## config.mk

```make
export PLATFORM = sky130hd
export DESIGN_NAME = sound_scheduler
export DESIGN_NICKNAME = d
export VERILOG_FILES = /design/src/rtl/sound_scheduler_pkg.sv /design/src/rtl/sound_scheduler_tone_gen.sv /design/src/rtl/sound_scheduler.sv
export SDC_FILE = /design/constraint.sdc
export NUM_CORES = 1
export LEC_CHECK = 0
export CAP_MARGIN = 20
export CELL_PAD_IN_SITES_DETAIL_PLACEMENT = 2
export CELL_PAD_IN_SITES_GLOBAL_PLACEMENT = 2
export CORE_ASPECT_RATIO = 1.4
export CORE_UTILIZATION = 36
export DETAILED_ROUTE_END_ITERATION = 12
export PLACE_DENSITY = 0.83
export SKIP_LAST_GASP = 1
export SLEW_MARGIN = 20
export SYNTH_ARGS = -nofsm -noshare
export SYNTH_HDL_FRONTEND = slang
export SYNTH_SLANG_ARGS = --single-unit
```

## constraint.sdc

```tcl
create_clock -name clk -period 7.8 [get_ports clk]
set_input_delay 1.17 -clock clk [delete_from_list [all_inputs] [get_ports clk]]
set_output_delay 1.17 -clock clk [all_outputs]
set_load 0.03 [all_outputs]
```

## src/rtl/sound_scheduler_pkg.sv

```systemverilog
// sound_scheduler_pkg: shared source encodings, divider width and note dividers for the audio blocks
package sound_scheduler_pkg;
  localparam int DIV_W_DEF = 22;
  typedef enum logic [1:0] {
    SRC_BGM  = 2'd0,
    SRC_SFX  = 2'd1,
    SRC_GAP  = 2'd2,
    SRC_OVER = 2'd3
  } src_e;
  // half-period dividers at 50 MHz
  localparam logic [DIV_W_DEF-1:0] NOTE_REST = 22'd0;
  localparam logic [DIV_W_DEF-1:0] NOTE_C4   = 22'd95420;
  localparam logic [DIV_W_DEF-1:0] NOTE_E4   = 22'd75758;
  localparam logic [DIV_W_DEF-1:0] NOTE_G4   = 22'd63776;
  localparam logic [DIV_W_DEF-1:0] NOTE_C5   = 22'd47801;
endpackage

```

## src/rtl/sound_scheduler_tone_gen.sv

```systemverilog
// tone_gen: turns a half-period divider into a square wave
//   clk, rst      clock, async active-high reset
//   note_div      half-period in clk cycles, 0 = silence
//   buzz          square-wave output
module tone_gen
  import sound_scheduler_pkg::*;
#(
  parameter int DIV_W = DIV_W_DEF
) (
  input  logic             clk,
  input  logic             rst,
  input  logic [DIV_W-1:0] note_div,
  output logic             buzz
);
  logic [DIV_W-1:0] cnt_q, cnt_d, div_q;
  logic             buzz_q, buzz_d, wrap, same;
  assign wrap = cnt_q == note_div - DIV_W'(1);
  // a new divider restarts the count from 0 but leaves the output level alone
  assign same = note_div == div_q;
  always_comb begin
    cnt_d  = (note_div == '0 || !same || wrap) ? '0 : cnt_q + DIV_W'(1);
    buzz_d = (note_div == '0) ? 1'b0 : (same && wrap) ? ~buzz_q : buzz_q;
  end
  always_ff @(posedge clk or posedge rst)
    if (rst) begin
      cnt_q  <= '0;
      div_q  <= '0;
      buzz_q <= 1'b0;
    end else begin
      cnt_q  <= cnt_d;
      div_q  <= note_div;
      buzz_q <= buzz_d;
    end
  assign buzz = buzz_q;
endmodule

```

## src/rtl/sound_scheduler.sv

```systemverilog
// sound_scheduler: priority arbiter between BGM, SFX and game-over music driving one buzzer
//   bgm/sfx/go_note_div  source dividers, 0 = rest
//   sfx_req              rising edge starts or retriggers the sound effect
//   game_over            sticky request: silent gap then game-over music
//   mute                 silences the output without touching sequencing
//   note_div, src, sfx_busy, go_start, buzz  registered outputs
module sound_scheduler
  import sound_scheduler_pkg::*;
#(
  parameter int DIV_W   = DIV_W_DEF,
  parameter int SFX_LEN = 12500000,
  parameter int GAP_LEN = 5000000,
  parameter int CNT_W   = 24
) (
  input  logic             clk,
  input  logic             rst,
  input  logic [DIV_W-1:0] bgm_note_div,
  input  logic [DIV_W-1:0] sfx_note_div,
  input  logic [DIV_W-1:0] go_note_div,
  input  logic             sfx_req,
  input  logic             game_over,
  input  logic             mute,
  output logic [DIV_W-1:0] note_div,
  output logic [1:0]       src,
  output logic             sfx_busy,
  output logic             go_start,
  output logic             buzz
);
  src_e             state_q, state_d;
  logic [CNT_W-1:0] timer_q, timer_d;
  logic [DIV_W-1:0] note_q, note_d, sel;
  logic             req_q, go_q, go_d, rise;
  assign rise = sfx_req & ~req_q;
  always_comb begin
    state_d = state_q;
    timer_d = timer_q;
    go_d    = 1'b0;
    sel     = bgm_note_div;
    case (state_q)
      SRC_BGM:
        if (game_over) begin
          state_d = SRC_GAP;
          timer_d = CNT_W'(GAP_LEN - 1);
        end else if (rise) begin
          state_d = SRC_SFX;
          timer_d = CNT_W'(SFX_LEN - 1);
        end
      SRC_SFX: begin
        sel = sfx_note_div;
        if (game_over) begin
          state_d = SRC_GAP;
          timer_d = CNT_W'(GAP_LEN - 1);
        end else if (rise) timer_d = CNT_W'(SFX_LEN - 1);
        else if (timer_q == '0) state_d = SRC_BGM;
        else timer_d = timer_q - CNT_W'(1);
      end
      SRC_GAP: begin
        sel = NOTE_REST;
        if (timer_q == '0) begin
          state_d = SRC_OVER;
          go_d    = 1'b1;
        end else timer_d = timer_q - CNT_W'(1);
      end
      default: sel = go_note_div;
    endcase
    note_d = mute ? '0 : sel;
  end
  always_ff @(posedge clk or posedge rst)
    if (rst) begin
      state_q <= SRC_BGM;
      timer_q <= '0;
      note_q  <= '0;
      req_q   <= 1'b0;
      go_q    <= 1'b0;
    end else begin
      state_q <= state_d;
      timer_q <= timer_d;
      note_q  <= note_d;
      req_q   <= sfx_req;
      go_q    <= go_d;
    end
  assign src      = state_q;
  assign sfx_busy = state_q == SRC_SFX;
  assign go_start = go_q;
  assign note_div = note_q;
  tone_gen #(.DIV_W(DIV_W)) u_tone (
    .clk     (clk),
    .rst     (rst),
    .note_div(note_q),
    .buzz    (buzz)
  );
endmodule

```

==> results.tsv, run 1 <==
stage	metric	value	unit
timing	hold_ws	0.4969	ns
run_status	outcome	complete, no violations	
pwr	pwr-share-comb	12.1	%
logic_synthesis	syn-cell-area	5694	um2
logic_synthesis	synthCells	597	
critical_path	worst-endpoint-required	8.01	ns
floorplan	io-pin-count	98	
critical_path	worstSetupStartpointType	input port	
pwr	power_leakage	2.816	nW
place	place.detailed.hpwl	15520	um
cts	worst_setup_hold_path_clk_slew	0.08	ns
place	port_buffers	97	
logic_synthesis	ys_top_cells_by_area	sky130_fd_sc_hd__dfrtp_1 (42%), sky130_fd_sc_hd__xnor2_1 (6.6%), sky130_fd_sc_hd__xor2_1 (4.6%), sky130_fd_sc_hd__o21ai_0 (4.1%), sky130_fd_sc_hd__a221o_1 (4.0%)	
logic_synthesis	yosys_warnings	0	
logic_synthesis	yosys_most_used_dff	sky130_fd_sc_hd__dfrtp_1	
route	drc	0	
timing	setup_viol	0	
critical_path	crit_path_max_incr_delay	0.82	ns
pwr	worst_ir_drop_vdd	0.09036	mV
logic_synthesis	yosysSeqAreaShare	41.75	%
cts	cts_tree	yes	
critical_path	critical_path.max_fanout	14	
timing	clock-skew-final	0.01315	ns
route	detail_route.wirelength	20260	um
logic_synthesis	synthDistinctLibCells	68	
job	number_of_max_cap_violations	0	
global_route	globalRoute.totalOverflow	0	
timing	post-route-period-util	45.93	%
pwr	share_clk_of_total_power	41.2	%
critical_path	worstPathArrival	3.79	ns
route	postRouteAntennaNets	0	
floorplan	floorplan.initialDensity	36.64	%
cts	cts_setup_buffers	0	
pwr	switching_power	0.3242	mW
cts	clock_buffer_count_from_cts	9	
route	via_density	5.827	
cts	ctsHoldBuffers	0	
pwr	power_report.internal_total	0.8018	mW
timing	hold_viol_final	0	
timing	sum_of_negative_setup_slack	0	ns
critical_path	critical_path_class	in2reg	
cells_and_area	final_net_count	754	
critical_path	cp.buffers_inverters	1	
cells_and_area	syn2layout_area_growth	24.21	%
route	drtIter0Drc	118	
cts	insertion_delay_to_the_later_sink_of_the_worst_skew_pair	0.36	ns
logic_synthesis	synth_top_cell_by_area	sky130_fd_sc_hd__dfrtp_1	
cts	clk_path_buf_depth	2	
pwr	netSwitchingFraction	28.79	%
place	routabilityCongestion	0.8312	
cts	number_of_sinks_handled_by_clock_tree_synthesis	95	
global_route	antenna_violations_before_repair	0	
floorplan	fp.dieH	150.8	um
global_route	global_route_wire_length_before_repair	32540	um
logic_synthesis	synth_top_cells_by_count	sky130_fd_sc_hd__dfrtp_1 (95), sky130_fd_sc_hd__nor2_1 (59), sky130_fd_sc_hd__o21ai_0 (47)	
worst_hold_path	worstHoldPathType	reg2reg	
critical_path	cpMostUsedCell	sky130_fd_sc_hd__a21oi_1	
critical_path	timing.critical_path.slowest_stage_cell	sky130_fd_sc_hd__nor2b_1	
timing	grt_setup_unrepaired	false	
cells_and_area	final_layout_size_suffix_gt1_share	9.426	%
logic_synthesis	synthDominantCellAreaShare	41.75	%
logic_synthesis	proportion_of_synthesized_flip_flops_having_asynchronous_set_or_reset	100.0	%
pwr	power-per-cell-area	159.2	nW/um2
timing	timing.fmax	279.1	MHz
floorplan	design.core.area	15540	um2
timing	max-slew-margin-rel	28.82	%
floorplan	die_w	108.3	um
global_route	globalRouteTotalUtil	26.81	%
global_route	grt_pass1_vias	5918	
critical_path	timing.critical_path.cells	clkdlybuf4s50_1, nand2b_1, a21o_1, a21oi_1, nor2b_1, o21ai_0, a21oi_1, a211oi_1	
logic_synthesis	synth-seq-cells	95	
cts	cts.root.buffer_cell	sky130_fd_sc_hd__clkbuf_16	
logic_synthesis	synthesized_nets	677	
timing	drv_slew	0	
critical_path	endpoint_kind_of_the_worst_setup_timing_path	flip-flop	
floorplan	total_die_area	16330	um2
critical_path	rrSetupSlack	4.50	ns
logic_synthesis	synthesis.area_per_instance	9.538	um2
cts	cts.repair.resized	0	
global_route	pin_count_of_the_biggest_net_entering_global_routing	72	
timing	timing.final.crit_period	3.583	ns
logic_synthesis	synth-edff-count	0	
critical_path	path_delay_family	compound AO/OA/AOI/OAI gates	
cells_and_area	final_antenna_diode_count	0	
cts	ctsHtreeMaxLevel	3	
route	wl_per_cell	23.15	um
logic_synthesis	yosys.cell_count.top_type	sky130_fd_sc_hd__dfrtp_1	
floorplan	row_cnt	54	
pwr	seq_power_share	46.7	%
route	detail_route.first_pass.iterations	6	
timing	worst-slew-pin-transition	1.068	ns
route	vias	5099	
## per-stage QoR
| step | utilization (%) | instances | setup WS (ns) | power [mW] | cell area [um2] |
|---|---|---|---|---|---|
| finish | 45.52 | 875 | 4.217 | 1.126 | 7073 |
| global route | 45.52 | 875 | 3.923 | 1.167 | 7073 |
| CTS | 45.50 | 875 | 3.948 | 1.137 | 7071 |
| detailed placement | 43.53 | 859 | 3.882 | 0.6728 | 6764 |
| global placement | 43.53 | 859 | 4.136 | 0.6645 | 6764 |
| floorplan | - | 597 | 4.153 | 0.5959 | 5694 |
## cell usage in the layout (no fill, tap or decap), types with 22 or more instances in the layout
master | netlist | final
sky130_fd_sc_hd__nor2_1 | 59 | 59
sky130_fd_sc_hd__xor2_1 | 30 | 30
sky130_fd_sc_hd__o21ai_0 | 47 | 47
sky130_fd_sc_hd__xnor2_1 | 43 | 43
sky130_fd_sc_hd__nand2_1 | 22 | 22
sky130_fd_sc_hd__a21oi_1 | 24 | 24
sky130_fd_sc_hd__clkdlybuf4s50_1 | 0 | 97
sky130_fd_sc_hd__nor3_1 | 22 | 22
sky130_fd_sc_hd__dfrtp_1 | 95 | 95
sky130_fd_sc_hd__a221o_1 | 23 | 23
## final cells by class
cell class                      instances  area, um2
Clock buffer                            9      225.2
Clock inverter                          7      81.33
Fill cell                            1673       8467
Inverter                               20      77.57
Multi-Input combinational cell        448       3073
Sequential cell                        95       2377
Tap cell                              196      245.2
Timing Repair Buffer                  100      993.5
## sequential cells by signal, summed over array words and instances, names as in the netlist
signal,count
go_start,1
note_div,22
req_q,1
src,2
timer_q,24
u_tone.buzz,1
u_tone.cnt_q,22
u_tone.div_q,22
## cell families (layout without fill, tap and decap cells)
kind of cell / count (synthesis) / in the layout / synth area share (%)
AO/OA/AOI/OAI: 135 / 135 / 16.08
flip-flops: 95 / 95 / 41.75
XOR/XNOR: 73 / 73 / 11.23
multiplexers: 3 / 3 / 0.5493
adder cells (fa/ha/maj): 9 / 9 / 1.978
AND/OR/NAND/NOR: 228 / 228 / 24.08
buffers and inverters: 54 / 136 / 4.329
## layer usage
metal	global-route usage [%]	share of wire (%)	vias to the layer above
li1	-	-	2308
met1	28.01	37	2618
met2	49.62	55	112
met3	3.830	2.0	61
met4	17.09	5.6	0
met5	0	0	-
## power by group through the flow
| stage | registers [mW] | clock network [mW] | logic (mW) |
|---|---|---|---|
| global placement | 0.534 | 0 | 0.130 |
| global route | 0.528 | 0.492 | 0.147 |
| floorplan | 0.536 | 0 | 0.0596 |
| finish | 0.526 | 0.464 | 0.136 |
| CTS | 0.526 | 0.473 | 0.138 |
| detailed placement | 0.536 | 0 | 0.137 |
## final timing paths
| path | to | from | cells after the start |
|---|---|---|---|
| max | timer_q[12] | sfx_req | 8 |
| min | timer_q[22] | timer_q[22] | 1 |
| max reg2reg | u_tone.cnt_q[1] | note_div[0] | 9 |
| min reg2reg | timer_q[22] | timer_q[22] | 1 |
| max in group asynchronous | timer_q[21] | rst | 3 |
| min in group asynchronous | u_tone.cnt_q[17] | rst | 2 |
No activity file was read; power rests on OpenSTA's default activity.
==> run 2: changes to the inputs <==
--- a/config.mk
+++ b/config.mk
@@ -9,9 +9,9 @@
 export CELL_PAD_IN_SITES_DETAIL_PLACEMENT = 2
 export CELL_PAD_IN_SITES_GLOBAL_PLACEMENT = 2
 export CORE_ASPECT_RATIO = 1.4
-export CORE_UTILIZATION = 36
+export CORE_UTILIZATION = 33
 export DETAILED_ROUTE_END_ITERATION = 12
-export PLACE_DENSITY = 0.83
+export PLACE_DENSITY = 0.77
 export SKIP_LAST_GASP = 1
 export SLEW_MARGIN = 20
 export SYNTH_ARGS = -nofsm -noshare
==> constraint.sdc (replaced) <==
create_clock -name clk -period 3.66 [get_ports clk]
set_input_delay 0.549 -clock clk [delete_from_list [all_inputs] [get_ports clk]]
set_output_delay 0.549 -clock clk [all_outputs]
set_load 0.03 [all_outputs]
==> results.tsv, run 2 (same netlist as run 1, synthesis figures left out) <==
stage	metric	value	unit
place	place.detailed.hpwl	14870	um
critical_path	reg2regPathDepth	9	
route	drtIter0Drc	147	
global_route	met1_usage	25.16	%
floorplan	die_w	113.0	um
floorplan	io-pin-count	98	
route	wl_per_cell	22.17	um
global_route	grt_pass1_vias	5666	
critical_path	worst-endpoint-required	3.87	ns
place	port_buffers	97	
cells_and_area	registers.top_by_ff_count	timer_q	
global_route	pin_count_of_the_biggest_net_entering_global_routing	60	
global_route	globalRoute.totalOverflow	0	
cts	clk_path_buf_depth	2	
place	routabilityCongestion	0.8399	
cts	number_of_sinks_handled_by_clock_tree_synthesis	95	
global_route	grt_use_met3	3.812	%
timing	max-slew-margin-rel	41.73	%
pwr	worst_ir_drop_vdd	0.1704	mV
worst_hold_path	worstHoldPathType	reg2reg	
cells_and_area	syn2layout_area_growth	24.98	%
global_route	globalRouteTotalUtil	23.41	%
critical_path	endpoint_kind_of_the_worst_setup_timing_path	flip-flop	
critical_path	critical_path.max_fanout	22	
critical_path	critical_path.startpoint	note_div[0]	
timing	hold_ws	0.5062	ns
timing	post-route-period-util	87.50	%
timing	timing.final.crit_period	3.202	ns
timing	hold_viol_final	0	
floorplan	design.core.area	16820	um2
critical_path	rr_startpoint	note_div[0]	
timing	timing.fmax	312.3	MHz
route	vias	5038	
pwr	power_leakage	2.845	nW
cells_and_area	final_layout_size_suffix_gt1_share	10.09	%
timing	drv_slew	0	
timing	grt_setup_unrepaired	false	
global_route	global_route.usage.met2	45.11	%
global_route	global_route_wire_length_before_repair	31840	um
cts	cts_setup_buffers	0	
global_route	antenna_violations_before_repair	0	
route	detail_route.first_pass.iterations	4	
cells_and_area	final_antenna_diode_count	0	
cts	insertion_delay_to_the_later_sink_of_the_worst_skew_pair	0.36	ns
worst_hold_path	hold_end	timer_q[23]	
critical_path	critical_path_class	reg2reg	
cells_and_area	most_frequent_cells_in_the_layout	sky130_fd_sc_hd__clkdlybuf4s50_1 (97), sky130_fd_sc_hd__dfrtp_1 (95), sky130_fd_sc_hd__nor2_1 (59)	
worst_hold_path	whs_path_depth	1	
cts	worst_setup_hold_path_clk_slew	0.08	ns
timing	sum_of_negative_setup_slack	0	ns
cts	cts_tree	yes	
cells_and_area	fin_util	42.32	%
run_status	outcome	complete, no violations	
cts	cts.repair.resized	0	
floorplan	row_cnt	56	
critical_path	rrSetupSlack	0.46	ns
pwr	power-per-cell-area	333.6	nW/um2
route	postRouteAntennaNets	0	
route	detail_route.wirelength	19670	um
timing	setup_viol	0	
critical_path	worstSetupStartpointType	flip-flop	
cts	ctsHoldBuffers	0	
route	via_density	5.680	
cts	ctsHtreeMaxLevel	3	
cells_and_area	final_net_count	759	
timing	clock-skew-final	0.008475	ns
critical_path	timing.rr.end	u_tone.cnt_q[1]	
timing	worst-slew-pin-transition	0.8713	ns
global_route	grt_busiest_layer	met2	
cells_and_area	layout.cells.most_common	sky130_fd_sc_hd__clkdlybuf4s50_1	
critical_path	worstPathArrival	3.41	ns
floorplan	total_die_area	17790	um2
cts	cts.root.buffer_cell	sky130_fd_sc_hd__clkbuf_16	
job	number_of_max_cap_violations	0	
route	drc	0	
floorplan	floorplan.initialDensity	33.86	%
floorplan	fp.dieH	157.4	um
worst_hold_path	min-delay-start	timer_q[23]	
cells_and_area	flip_flop_count_of_the_largest_register_all_copies_and_words_added	24	
cts	clock_buffer_count_from_cts	9	
## run 2: cell count changes in the layout (fill, tap and decap cells not counted), sizes merged
cell	delta
inv	+1
buf	+5
clkinv	-1
## run 2: final cells by class
class / instances / area [um2]
Timing Repair Buffer: 105 / 1044
Inverter: 20 / 77.57
Tap cell: 203 / 254.0
Clock buffer: 9 / 225.2
Fill cell: 1846 / 9699
Clock inverter: 7 / 68.82
Multi-Input combinational cell: 448 / 3070
Sequential cell: 95 / 2377
## run 2: per-layer routing
metal / wire length, um / part of all wire, % / up-vias
met5: 0 / 0 / -
met4: 523 / 2.7 / 0
met3: 488 / 2.5 / 37
met2: 11180 / 57 / 82
met1: 7480 / 38 / 2586
li1: - / - / 2333
## run 2: worst max-delay path, stage by stage (launching register included)
cell and delay (ns):
sky130_fd_sc_hd__dfrtp_1 0.50, sky130_fd_sc_hd__inv_1 0.13, sky130_fd_sc_hd__ha_1 0.34, sky130_fd_sc_hd__or3b_2 0.49, sky130_fd_sc_hd__or4_1 0.43, sky130_fd_sc_hd__xnor2_1 0.16
sky130_fd_sc_hd__nand3_1 0.14, sky130_fd_sc_hd__nor4_4 0.23, sky130_fd_sc_hd__and3_4 0.50, sky130_fd_sc_hd__nor3b_1 0.12
## run 2: where the power goes
group	internal (mW)	total (mW)	switching [mW]	leakage, nW
Clock	0.485	0.964	0.479	0.147
Combinational	0.147	0.294	0.146	1.45
Sequential	1.07	1.12	0.0425	1.25
Total	1.71	2.37	0.668	2.85
## run 2: metrics by stage
step	instances	area, um2	worst slack, ns	power [mW]
2_1_floorplan	597	5694	0.5877	1.270
3_3_place_gp	871	6823	0.5856	1.423
3_5_place_dp	871	6823	0.4875	1.432
4_1_cts	887	7117	0.4287	2.408
5_1_grt	887	7117	0.2214	2.462
6_report	887	7117	0.4576	2.374
## run 2: worst max path at each step
stage               slack, ns  cells past startpoint               end
floorplan                0.59                     12  u_tone.cnt_q[12]
global placement         0.59                      9   u_tone.cnt_q[1]
detailed placement       0.49                      9   u_tone.cnt_q[1]
CTS                      0.43                      9   u_tone.cnt_q[1]
global route             0.22                      9   u_tone.cnt_q[1]
finish                   0.46                      9   u_tone.cnt_q[1]
==> run 3: changes to the inputs <==
--- a/config.mk
+++ b/config.mk
@@ -10,6 +10,7 @@
 export CELL_PAD_IN_SITES_GLOBAL_PLACEMENT = 2
 export CORE_ASPECT_RATIO = 1.4
 export CORE_UTILIZATION = 33
+export CTS_BUF_LIST = sky130_fd_sc_hd__clkbuf_16
 export DETAILED_ROUTE_END_ITERATION = 12
 export PLACE_DENSITY = 0.77
 export SKIP_LAST_GASP = 1
==> results of run 3 <==
The final DEF is identical to that of run 2; final timing and power are the same.
